$ cat config.mk
export PLATFORM = sky130hd
export DESIGN_NAME = vc_arbiter
export DESIGN_NICKNAME = d
export VERILOG_FILES = /design/src/rtl/vc_arbiter.sv
export SDC_FILE = /design/constraint.sdc
export NUM_CORES = 1
export LEC_CHECK = 0
export ABC_AREA = 0
export BUFFER_PORTS_ARGS = -buffer_cell sky130_fd_sc_hd__buf_2
export CELL_PAD_IN_SITES_DETAIL_PLACEMENT = 0
export CELL_PAD_IN_SITES_GLOBAL_PLACEMENT = 1
export CORE_MARGIN = 2
export CORE_UTILIZATION = 40
export CTS_CLUSTER_SIZE = 24
export DETAILED_ROUTE_END_ITERATION = 12
export PLACE_DENSITY_LB_ADDON = 0.25
export SLEW_MARGIN = 40
export SYNTH_ARGS = -nofsm -noshare
export SYNTH_HDL_FRONTEND = slang
export SYNTH_SLANG_ARGS = --single-unit
$ cat constraint.sdc
create_clock -name clk -period 5.07 [get_ports clk]
set_clock_uncertainty 0.1 [all_clocks]
set_input_delay 0.7605 -clock clk [delete_from_list [all_inputs] [get_ports clk]]
set_output_delay 0.7605 -clock clk [all_outputs]
set_load 0.1 [all_outputs]
$ cat src/rtl/vc_arbiter.sv
// Two-VC weighted round-robin arbiter feeding two destination FIFOs.
// Pops are combinational grants; the popped word is pushed one cycle later.
module vc_arbiter #(
    parameter int DATA_WIDTH = 6,
    parameter int DEST_BIT   = 4
) (
    input  logic                  clk,
    input  logic                  reset,
    input  logic                  enable,
    input  logic                  empty_fifo_VC0,
    input  logic                  empty_fifo_VC1,
    input  logic [DATA_WIDTH-1:0] data_out_VC0,
    input  logic [DATA_WIDTH-1:0] data_out_VC1,
    input  logic                  almost_full_D0,
    input  logic                  almost_full_D1,
    input  logic [3:0]            weight_VC0,
    input  logic [3:0]            weight_VC1,
    output logic                  pop_VC0_fifo,
    output logic                  pop_VC1_fifo,
    output logic                  push_D0,
    output logic                  push_D1,
    output logic [DATA_WIDTH-1:0] data_out_D,
    output logic                  busy
);

    typedef enum logic [1:0] {
        IDLE      = 2'd0,
        SERVE_VC0 = 2'd1,
        SERVE_VC1 = 2'd2
    } state_t;

    state_t                state_q, state_d;
    logic [3:0]            cnt_q, cnt_d;
    logic                  push_d0_q, push_d0_d;
    logic                  push_d1_q, push_d1_d;
    logic [DATA_WIDTH-1:0] data_q, data_d;

    logic       elig0, elig1;
    logic       gnt0, gnt1;
    logic [3:0] w0_eff, w1_eff;
    logic [4:0] cnt_inc;

    // A head is eligible only if its own destination can take one more word.
    assign elig0  = !empty_fifo_VC0 &&
                    !(data_out_VC0[DEST_BIT] ? almost_full_D1 : almost_full_D0);
    assign elig1  = !empty_fifo_VC1 &&
                    !(data_out_VC1[DEST_BIT] ? almost_full_D1 : almost_full_D0);
    assign w0_eff = (weight_VC0 == 4'd0) ? 4'd1 : weight_VC0;
    assign w1_eff = (weight_VC1 == 4'd0) ? 4'd1 : weight_VC1;
    assign cnt_inc = {1'b0, cnt_q} + 5'd1;

    always_ff @(posedge clk or posedge reset) begin
        if (reset) begin
            state_q <= IDLE;
            cnt_q   <= 4'd0;
        end else begin
            state_q <= state_d;
            cnt_q   <= cnt_d;
        end
    end

    always_ff @(posedge clk or posedge reset) begin
        if (reset) begin
            push_d0_q <= 1'b0;
            push_d1_q <= 1'b0;
            data_q    <= '0;
        end else begin
            push_d0_q <= push_d0_d;
            push_d1_q <= push_d1_d;
            data_q    <= data_d;
        end
    end

    always_comb begin
        gnt0 = 1'b0;
        gnt1 = 1'b0;
        if (enable) begin
            case (state_q)
                SERVE_VC0: begin
                    if (elig0)      gnt0 = 1'b1;
                    else if (elig1) gnt1 = 1'b1;
                end
                SERVE_VC1: begin
                    if (elig1)      gnt1 = 1'b1;
                    else if (elig0) gnt0 = 1'b1;
                end
                default: ;
            endcase
        end
    end

    // Stealing a grant counts as one grant for the thief, so weight 1 bounces straight back.
    always_comb begin
        state_d = state_q;
        cnt_d   = cnt_q;
        case (state_q)
            IDLE: begin
                cnt_d = 4'd0;
                if (enable) begin
                    if (elig0)      state_d = SERVE_VC0;
                    else if (elig1) state_d = SERVE_VC1;
                end
            end
            SERVE_VC0: begin
                if (!enable) begin
                    state_d = IDLE;
                    cnt_d   = 4'd0;
                end else if (gnt0) begin
                    if (cnt_inc >= {1'b0, w0_eff}) begin
                        state_d = SERVE_VC1;
                        cnt_d   = 4'd0;
                    end else begin
                        cnt_d = cnt_inc[3:0];
                    end
                end else if (gnt1) begin
                    if (w1_eff == 4'd1) begin
                        state_d = SERVE_VC0;
                        cnt_d   = 4'd0;
                    end else begin
                        state_d = SERVE_VC1;
                        cnt_d   = 4'd1;
                    end
                end
            end
            SERVE_VC1: begin
                if (!enable) begin
                    state_d = IDLE;
                    cnt_d   = 4'd0;
                end else if (gnt1) begin
                    if (cnt_inc >= {1'b0, w1_eff}) begin
                        state_d = SERVE_VC0;
                        cnt_d   = 4'd0;
                    end else begin
                        cnt_d = cnt_inc[3:0];
                    end
                end else if (gnt0) begin
                    if (w0_eff == 4'd1) begin
                        state_d = SERVE_VC1;
                        cnt_d   = 4'd0;
                    end else begin
                        state_d = SERVE_VC0;
                        cnt_d   = 4'd1;
                    end
                end
            end
            default: begin
                state_d = IDLE;
                cnt_d   = 4'd0;
            end
        endcase
    end

    always_comb begin
        pop_VC0_fifo = gnt0 && !reset;
        pop_VC1_fifo = gnt1 && !reset;
        push_d0_d    = 1'b0;
        push_d1_d    = 1'b0;
        data_d       = data_q;
        if (gnt0) begin
            data_d    = data_out_VC0;
            push_d0_d = !data_out_VC0[DEST_BIT];
            push_d1_d = data_out_VC0[DEST_BIT];
        end else if (gnt1) begin
            data_d    = data_out_VC1;
            push_d0_d = !data_out_VC1[DEST_BIT];
            push_d1_d = data_out_VC1[DEST_BIT];
        end
    end

    assign push_D0    = push_d0_q;
    assign push_D1    = push_d1_q;
    assign data_out_D = data_q;
    assign busy       = (state_q != IDLE) || push_d0_q || push_d1_q;

endmodule

==> impl_results.md <==
- Crit path DAT: 2480 ps
- Setup slack, reg-to-reg: 2750 ps
- Largest net degree at the start of global routing: 18
- Endpoints failing hold: 0
- Reg clk slew, reported paths: 80 ps
- Vias in the first global route: a little over 1k
- Commonest non-fill, non-tap cell in the layout: buf_2
- Area of the multi-input gates: 772.0 um2
- Worst reg2reg endpoint: state_q[0]
- CTS root buf: clkbuf_4
- GPL Wtd Cong: 0.7698
- Syn Inst Count: 132
- Diode count: 0
- Setup TNS: 0 ps
- Finished Layout Cells: 202
- Post-synth EDFFs: 0
- Placed cell count: 198
- DR vias/cell: 5.356
- Slew HR: 0.6199
- Worst setup path start: data_out_VC1[4]
- Reg2reg start: cnt_q[0]
- R2R depth: 6
- Commonest cells after routing, fill and taps aside: 37 x buf_2, 15 x inv_1, 14 x dfrtp_1
- TritonCTS buffer count: 3
- Cell variety after synth: 38
- Number of I/O pins: 38
- DIE WIDTH: 58.80 um
- Asr flop ratio synth: 1.000
- Via count: 1,082
- Worst setup margin: 1732 ps
- Clk_lat worst skew: 270 ps
- RSZ-0062 raised after global routing: false
- CTS tree: built
- Flops & latches, synth: 14
- Outcome: finished, final reports clean
- CP required: 4210 ps
- Hold buffer count at cts: 0
- Final setup viols: 0
- Initial antenna violation count: 0
- Final Core Density: 0.5129
- H-tree depth: 1
- Setup Buffers After CTS: 0
- Core area: 2805 um2
- CTS Sinks: 14
- Lkg Pwr: 0.7467 nW
- Worst-Margin Slew: roughly 570 ps
- GR Overflow Total: 0
- Startpoint class of the critical path: input port
- Final wirelength: about 2.5 mm
- Synth Cell Area: 1201 um2
- CP Class: in -> out
- Fin. max-slew vios: 0
- Crit end category: output pin
- Die area: 3457 um2
- Crit path capture: pop_VC1_fifo
- DIE HEIGHT: 58.80 um
- Synth Flop Type: dfrtp_1
- CTS resizes: 0
- Global-route wire length before repair: 4.264 mm
- Fill count: roughly 290
- Minimum hold slack: 438.3 ps
- Initial Utilization: 0.4282
- Post-route ant nets: 0
- Register area: 350.3 um2
- Max rail drop VDD: 0.3191 mV
- Seq/Total Area, Yosys: 0.2917
- Fin crit period: 3338 ps
- Synth Warn #: 0
- Synth Area per Inst: 9.100 um2
- Overall Global Routing Usage: 0.1580
- Routed length per placed instance: 12.20 um
- Dpl hpwl: 2.061 mm
- Layout Nets: about 210
- Syn Nets: 172
- DRC viols: 0
- DR pass1 iterations: 4
- Crit path max fanout: 9
- Layout cells sized above 1: 0.3041
- Period utilization: 0.6584
- Place WS: 1731 ps
- Max-cap viol count: 0
- Hold Path Class: in -> async
- PwrDens: 515.0 nW/um2
- I/O Buffers: 37
- Initial DRC count: 10
- Worst-case clock buffer depth: 2
- Fmax achieved: 299.6 MHz
- Syn-to-layout area delta: 19.79%
- Std cell rows: 19
report_power, final:
group	internal [mW]	switching [mW]	total [mW]
combinational	0.121	0.370	0.490
sequential	0.148	0.0239	0.171
clock	0.0436	0.0356	0.0792
total	0.312	0.429	0.741
how the worst min path moves through the flow:
stage / startpoint / to / slack, ps / cells past startpoint
CTS: reset / data_out_D[0] / 440 / 2
floorplan: cnt_q[1] / cnt_q[1] / 390 / 1
global placement: cnt_q[1] / cnt_q[1] / 420 / 1
finish: reset / data_out_D[2] / 440 / 2
global route: reset / data_out_D[0] / 480 / 2
detailed placement: cnt_q[1] / cnt_q[1] / 430 / 1
critical path, cell delays in order:
cell and delay [ps]:
buf_2 150, mux2_4 330, nor3_4 190, o211a_1 420, and2_2 200, buf_2 420
cells in the mapped netlist (2+ instances only):
library cell	instances	area share
nor3_1	6	0.025
mux2i_1	6	0.050
a211oi_1	2	0.012
nand3b_1	2	0.012
ha_1	13	0.14
nand3_1	2	0.0083
mux2_4	2	0.025
o311ai_0	2	0.015
nand2b_1	4	0.021
dfrtp_1	14	0.29
a31oi_1	2	0.010
buf_6	2	0.019
mux2_2	2	0.019
o22ai_1	2	0.010
or2_2	2	0.010
o211ai_1	2	0.012
nand2_1	8	0.025
a21oi_1	6	0.025
o21ai_0	3	0.012
a22o_1	2	0.015
nor3_4	2	0.027
o21bai_1	2	0.012
nor2_1	12	0.037
a21o_1	2	0.012
or3_1	2	0.010
inv_1	15	0.047
o21a_1	2	0.012
cells by family after synthesis:
kind of cell               count (synthesis)  synth area share
DFF                                       14            0.2917
muxes                                     10           0.09375
AOI/OAI and AO/OA                         34            0.2125
buffers and inverters                     17           0.06562
adders and majority gates                 13            0.1354
xor gates and xnor gates                   1          0.007293
and+or+nand+nor                           43            0.1937
registers in the layout (all words and copies together) (netlist names):
name / count
data_out_D: 6
cnt_q: 4
state_q: 2
push_D0: 1
push_D1: 1
area by class of cell:
cell class / instances / area share
repair buffers: 37 / 0.1287
flip-flops and latches: 14 / 0.2435
inverters: 15 / 0.03913
clock buffers: 4 / 0.02522
multi-input cells: 101 / 0.5365
well taps: 31 / 0.02696
per-stage QoR:
step | area (um2) | power, mW
floorplan | 1201 | 0.5815
global placement | 1403 | 0.6622
detailed placement | 1403 | 0.6655
CTS | 1439 | 0.7480
global route | 1439 | 0.7936
finish | 1439 | 0.7410
layer usage:
| metal | global-route usage | up-vias | wire length (um) |
|---|---|---|---|
| met4 | 0.03896 | 0 | 16 |
| li1 | - | 560 | - |
| met3 | 0.01978 | 2 | 106 |
| met2 | 0.2730 | 27 | 1175 |
| met5 | 0 | - | 0 |
| met1 | 0.2091 | 493 | 1165 |
(Power assumes the default switching activity.)
